<file path="config.mk">
export PLATFORM = sky130hd
export DESIGN_NAME = word_tx
export DESIGN_NICKNAME = d
export VERILOG_FILES = /design/src/rtl/word_tx.sv
export SDC_FILE = /design/constraint.sdc
export NUM_CORES = 1
export LEC_CHECK = 0
export ABC_AREA = 1
export BUFFER_PORTS_ARGS = -buffer_cell sky130_fd_sc_hd__buf_4
export CORE_MARGIN = 4
export CORE_UTILIZATION = 57
export CTS_CLUSTER_DIAMETER = 150
export DETAILED_ROUTE_END_ITERATION = 16
export PLACE_DENSITY = 0.84
export SYNTH_ARGS = -nofsm -noshare
export SYNTH_HDL_FRONTEND = slang
export SYNTH_SLANG_ARGS = --single-unit
</file>
<file path="constraint.sdc">
create_clock -name clk_i -period 2.2 [get_ports clk_i]
set_input_delay 0.44 -clock clk_i [delete_from_list [all_inputs] [get_ports clk_i]]
set_output_delay 0.44 -clock clk_i [all_outputs]
set_load 0.05 [all_outputs]
</file>
<file path="src/rtl/word_tx.sv">
// word_tx: UART 8N1 serialiser for a strobed word of up to four bytes.
// Bytes leave least-significant first; rdy_o paces the upstream FSM.
module word_tx #(
  parameter int WIDTH        = 32,
  parameter int CLKS_PER_BIT = 868
) (
  input  logic             clk_i,
  input  logic             rst_i,
  input  logic             stb_i,
  input  logic [WIDTH-1:0] data_i,
  input  logic [2:0]       width_i,
  output logic             rdy_o,
  output logic             tx_o
);

  localparam int                BAUD_W    = (CLKS_PER_BIT > 2) ? $clog2(CLKS_PER_BIT) : 1;
  localparam logic [BAUD_W-1:0] BAUD_LAST = BAUD_W'(CLKS_PER_BIT - 1);
  localparam logic [BAUD_W-1:0] BAUD_ZERO = BAUD_W'(0);
  localparam logic [BAUD_W-1:0] BAUD_ONE  = BAUD_W'(1);

  typedef enum logic [1:0] {
    S_IDLE  = 2'd0,
    S_START = 2'd1,
    S_DATA  = 2'd2,
    S_STOP  = 2'd3
  } state_t;

  state_t            r_state;
  state_t            w_state_nxt;
  logic [BAUD_W-1:0] r_baud;
  logic [BAUD_W-1:0] w_baud_nxt;
  logic [2:0]        r_bit;
  logic [2:0]        w_bit_nxt;
  logic [2:0]        r_bytes;
  logic [2:0]        w_bytes_nxt;
  logic [WIDTH-1:0]  r_shift;
  logic [WIDTH-1:0]  w_shift_nxt;
  logic              r_tx;
  logic              w_tx_nxt;
  logic              r_rdy;
  logic              w_rdy_nxt;

  logic              w_bit_end;
  logic [2:0]        w_width_clamped;
  logic [2:0]        w_bytes_dec;
  logic [WIDTH-1:0]  w_shift_dn;

  assign w_bit_end       = (r_baud == BAUD_LAST);
  assign w_width_clamped = (width_i > 3'd4) ? 3'd4 : width_i;
  assign w_bytes_dec     = r_bytes - 3'd1;
  assign w_shift_dn      = {1'b0, r_shift[WIDTH-1:1]};

  // Next-state, counter and output-register logic for the frame sequencer
  always_comb begin
    w_state_nxt = r_state;
    w_baud_nxt  = r_baud;
    w_bit_nxt   = r_bit;
    w_bytes_nxt = r_bytes;
    w_shift_nxt = r_shift;
    w_tx_nxt    = r_tx;
    w_rdy_nxt   = r_rdy;

    case (r_state)
      S_IDLE: begin
        w_baud_nxt = BAUD_ZERO;
        w_bit_nxt  = 3'd0;
        if (stb_i) begin
          w_shift_nxt = data_i;
          w_bytes_nxt = w_width_clamped;
          if (w_width_clamped != 3'd0) begin
            w_state_nxt = S_START;
            w_tx_nxt    = 1'b0;
            w_rdy_nxt   = 1'b0;
          end else begin
            w_tx_nxt  = 1'b1;
            w_rdy_nxt = 1'b1;
          end
        end else begin
          w_tx_nxt  = 1'b1;
          w_rdy_nxt = 1'b1;
        end
      end

      S_START: begin
        if (w_bit_end) begin
          w_baud_nxt  = BAUD_ZERO;
          w_bit_nxt   = 3'd0;
          w_state_nxt = S_DATA;
          w_tx_nxt    = r_shift[0];
        end else begin
          w_baud_nxt = r_baud + BAUD_ONE;
        end
      end

      // Shifting on every data boundary, including the last, leaves the next
      // byte in the low bits by the time the stop bit ends.
      S_DATA: begin
        if (w_bit_end) begin
          w_baud_nxt  = BAUD_ZERO;
          w_shift_nxt = w_shift_dn;
          if (r_bit == 3'd7) begin
            w_state_nxt = S_STOP;
            w_tx_nxt    = 1'b1;
          end else begin
            w_bit_nxt = r_bit + 3'd1;
            w_tx_nxt  = r_shift[1];
          end
        end else begin
          w_baud_nxt = r_baud + BAUD_ONE;
        end
      end

      S_STOP: begin
        if (w_bit_end) begin
          w_baud_nxt  = BAUD_ZERO;
          w_bytes_nxt = w_bytes_dec;
          if (w_bytes_dec != 3'd0) begin
            w_state_nxt = S_START;
            w_tx_nxt    = 1'b0;
          end else begin
            w_state_nxt = S_IDLE;
            w_tx_nxt    = 1'b1;
            w_rdy_nxt   = 1'b1;
          end
        end else begin
          w_baud_nxt = r_baud + BAUD_ONE;
        end
      end

      default: begin
        w_state_nxt = S_IDLE;
        w_baud_nxt  = BAUD_ZERO;
        w_bit_nxt   = 3'd0;
        w_bytes_nxt = 3'd0;
        w_tx_nxt    = 1'b1;
        w_rdy_nxt   = 1'b1;
      end
    endcase
  end

  // State and datapath registers; reset aborts any frame immediately
  always_ff @(posedge clk_i or posedge rst_i) begin
    if (rst_i) begin
      r_state <= S_IDLE;
      r_baud  <= BAUD_ZERO;
      r_bit   <= 3'd0;
      r_bytes <= 3'd0;
      r_shift <= {WIDTH{1'b0}};
      r_tx    <= 1'b1;
      r_rdy   <= 1'b1;
    end else begin
      r_state <= w_state_nxt;
      r_baud  <= w_baud_nxt;
      r_bit   <= w_bit_nxt;
      r_bytes <= w_bytes_nxt;
      r_shift <= w_shift_nxt;
      r_tx    <= w_tx_nxt;
      r_rdy   <= w_rdy_nxt;
    end
  end

  assign tx_o  = r_tx;
  assign rdy_o = r_rdy;

  word_tx_chk #(
    .BAUD_W   (BAUD_W),
    .BAUD_LAST(BAUD_LAST)
  ) u_chk (
    .clk_i  (clk_i),
    .rst_i  (rst_i),
    .state_i(r_state),
    .baud_i (r_baud),
    .bytes_i(r_bytes),
    .rdy_i  (r_rdy),
    .tx_i   (r_tx)
  );

endmodule

// word_tx_chk: structural invariants of the word_tx sequencer.
module word_tx_chk #(
  parameter int                BAUD_W    = 1,
  parameter logic [BAUD_W-1:0] BAUD_LAST = BAUD_W'(1)
) (
  input logic              clk_i,
  input logic              rst_i,
  input logic [1:0]        state_i,
  input logic [BAUD_W-1:0] baud_i,
  input logic [2:0]        bytes_i,
  input logic              rdy_i,
  input logic              tx_i
);

  a_baud_range: assert property (@(posedge clk_i) disable iff (rst_i)
    baud_i <= BAUD_LAST);

  a_bytes_range: assert property (@(posedge clk_i) disable iff (rst_i)
    bytes_i <= 3'd4);

  a_rdy_only_idle: assert property (@(posedge clk_i) disable iff (rst_i)
    rdy_i == (state_i == 2'd0));

  a_idle_line_high: assert property (@(posedge clk_i) disable iff (rst_i)
    (state_i == 2'd0) |-> tx_i);

endmodule

</file>
==> impl_metrics.csv <==
group,metric,value,unit
final_layout,antenna_cells,0,
routing,top_layer_used,"met4",
placed_design,dp_slack,0.257,ns
clocking,cts-resized-gates,0,
routing,num_vias,2135,
clocking,ctsHtreeMaxLevel,2,
timing,post-route-period-util,87.9,%
grt,grt_overflow,0,
logic_synthesis,yosys_warnings,0,
routing,via_per_inst,5.11,
routing,ant_nets,0,
routing,met1_length,2.53,mm
logic_synthesis,synth_cell_types,28,
logic_synthesis,synth_sequential_area_ratio,44.5,%
clocking,worstSkewPairLatency,0.31,ns
run,cap_violations,0,
placed_design,gp_congestion,0.905,
final_layout,fin_cells,418,
clocking,clkTransAtPathRegs,0.09,ns
grt,antenna_found_initial,0,
routing,wl_met3,223,µm
logic_synthesis,synth_top_area_cell,"dfrtp_1",
timing,finalHoldViolations,0,
logic_synthesis,ys_ff_latch,52,
timing,maxSlewHeadroom,54.0,%
routing,drt-total-wl,5.34,mm
setup_path,critical_path.endpoint_type,"flip-flop",
placed_design,dp_cells,411,
setup_path,cp.arrival,2.13,ns
floorplan,pin_count,40,
setup_path,crit_path_start_kind,"flip-flop",
routing,drt_iter0_drc,91,
logic_synthesis,synth_area,2930,µm²
worst_hold_path,min_path_type,"in2async",
run_status,run_status,"completed",
timing,setup_slack,0.266,ns
logic_synthesis,syn_nets,356,
logic_synthesis,synth_top_cell_area_share,42.7,%
floorplan,coreArea,4850,µm²
final_layout,layout.nets,400,
final_layout,fillers,387,
logic_synthesis,yosys-top-cells-area,"dfrtp_1 (43%), mux2i_1 (10%), o21ai_2 (9.6%)",
clocking,cts_buffer_depth,2,
power,peakVddDrop,0.846,mV
grt,grt_max_degree,35,
placed_design,dp_hpwl,4.00,mm
routing,wire_per_inst,12.8,µm
timing,rsz0062_at_grt,"false",
grt,grt_first_pass_wirelength,9.16,mm
clocking,cts_setup_buffers,0,
timing,tightest_slew,0.688,ns
floorplan,die_w,79.7,µm
routing,drt_first_pass_iters,4,
floorplan,rows,25,
clocking,clkSinkCount,52,
floorplan,dieArea,6350,µm²
power,p_per_area,1400,nW/µm²
timing,finalClockSkew,0.0106,ns
setup_path,crit_type,"reg2reg",
setup_path,cp.required,2.40,ns
clocking,clock-root-buffer,"clkbuf_8",
floorplan,chipHeight,79.7,µm
timing,finalCriticalPeriod,1.93,ns
timing,finalSetupTns,0,ns
placed_design,io_buffers,39,
timing,maxSlewViolCount,0,
clocking,cts_tree,"yes",
power,p_leak,1.59,nW
logic_synthesis,synth_area_per_cell,9.54,µm²
timing,finalSetupViolCount,0,
timing,fmax,517,MHz
final_layout,syn2layout_area_growth,16.1,%
logic_synthesis,postSynthCellCount,307,
routing,drc,0,
floorplan,initial_core_util,60.4,%
setup_path,critical_path.max_fanout,23,
final_layout,drive_gt1_share,33.6,%
grt,grt_pass1_vias,2063,
grt,grt_usage,18.5,%
clocking,numCtsBuffers,5,
clocking,post_cts_hold_buffer_count,0,
routing,dr_wl_met2,2.49,mm
[report_power, final]
part           leakage [nW]  internal, W  total [W]  switching (W)
Combinational         0.893      0.00107    0.00257        0.00150
Sequential            0.657      0.00138    0.00167       0.000290
Clock                0.0400     0.000216   0.000527       0.000311
[registers in the layout (all words and copies together), names as in the netlist]
name and cells:
r_baud 10, r_bit 3, r_bytes 3, r_shift 32, r_state 2, rdy_o 1
tx_o 1
[synth_stat cells]
library cell and count:
a21boi_0 1, a21oi_1 5, buf_2 4, buf_6 6, clkinv_1 1, dfrtp_1 50, dfstp_2 2, ha_1 11
inv_1 18, inv_2 1, mux2i_1 30, nand2_1 62, nand2_2 23, nand2_4 1, nand3_1 16, nand3_4 1
nand4_1 4, nor2_1 20, nor2_4 1, nor3_1 1, nor3b_1 1, o21ai_0 4, o21ai_1 5, o21ai_2 32
or2_1 1, or2_2 1, xnor2_1 1, xor2_1 4
[routing by layer]
layer	vias up	track usage [%]
met2	42	29.1
met4	0	7.22
met3	9	4.18
li1	1096	-
met5	-	0
met1	988	24.8
[cells by family (layout without fill, tap and decap cells)]
kind of cell,Yosys count,in the layout,synth area share (%)
xor+xnor,5,5,1.50
buf+inv,30,74,5.56
flops,52,52,44.5
mux,30,30,10.3
compound gates,47,47,12.2
fa+ha+maj,11,11,4.70
simple gates,132,132,21.2
[critical path: stages (launching register included)]
cell	delay [ns]
dfrtp_1	0.45
inv_1	0.15
ha_2	0.20
buf_4	0.33
buf_4	0.34
mux2i_1	0.27
o21ai_2	0.08
[worst paths after layout]
kind / from / slack, ns / endpoint / depth (start not counted)
setup / recovery: r_state[0]$_DFFE_PP0P_ / 0.27 / r_shift[26]$_DFFE_PP0P_ / 6
hold / removal: rst_i / 0.23 / r_baud[8]$_DFF_PP0_ / 2
setup reg to reg: r_state[0]$_DFFE_PP0P_ / 0.27 / r_shift[26]$_DFFE_PP0P_ / 6
hold reg to reg: rdy_o$_DFFE_PP1P_ / 0.46 / rdy_o$_DFFE_PP1P_ / 2
max in group asynchronous: rst_i / 1.34 / r_shift[9]$_DFFE_PP0P_ / 3
min in group clk_i: data_i[31] / 0.41 / r_shift[31]$_DFFE_PP0P_ / 3
[placed cells by master, fill, tap and decap left out, types with 2 or more instances in the layout]
cell type  instances
nand2_1           62
dfrtp_1           50
buf_4             44
o21ai_2           32
mux2i_1           30
nand2_2           23
nor2_1            20
inv_1             17
nand3_1           16
ha_1              10
a21oi_1            5
o21ai_1            5
clkbuf_8           5
o21ai_0            4
nand4_1            4
xor2_1             4
buf_12             3
inv_2              2
dfstp_2            2
[cell type report]
| type | count | area (µm²) | share of cell area, % |
|---|---|---|---|
| clock buffers | 5 | 68.8 | 2.03 |
| flip-flops and latches | 52 | 1300 | 38.4 |
| well taps | 67 | 83.8 | 2.47 |
| multi-input cells | 225 | 1460 | 43.1 |
| repair buffers | 47 | 390 | 11.5 |
| inverters | 20 | 75.1 | 2.21 |
| clock inverters | 2 | 12.5 | 0.368 |
[stage by stage]
| stage | total power [W] | hold slack [ns] | utilization [%] | instance area [µm²] |
|---|---|---|---|---|
| floorplan | 0.00378 | 0.442 | - | 2930 |
| global placement | 0.00418 | 0.450 | 68.4 | 3320 |
| detailed placement | 0.00428 | 0.451 | 68.4 | 3320 |
| CTS | 0.00481 | 0.263 | 70.1 | 3400 |
| global route | 0.00517 | 0.279 | 70.1 | 3400 |
| finish | 0.00477 | 0.233 | 70.1 | 3400 |
No activity file was read; power rests on OpenSTA's default activity.
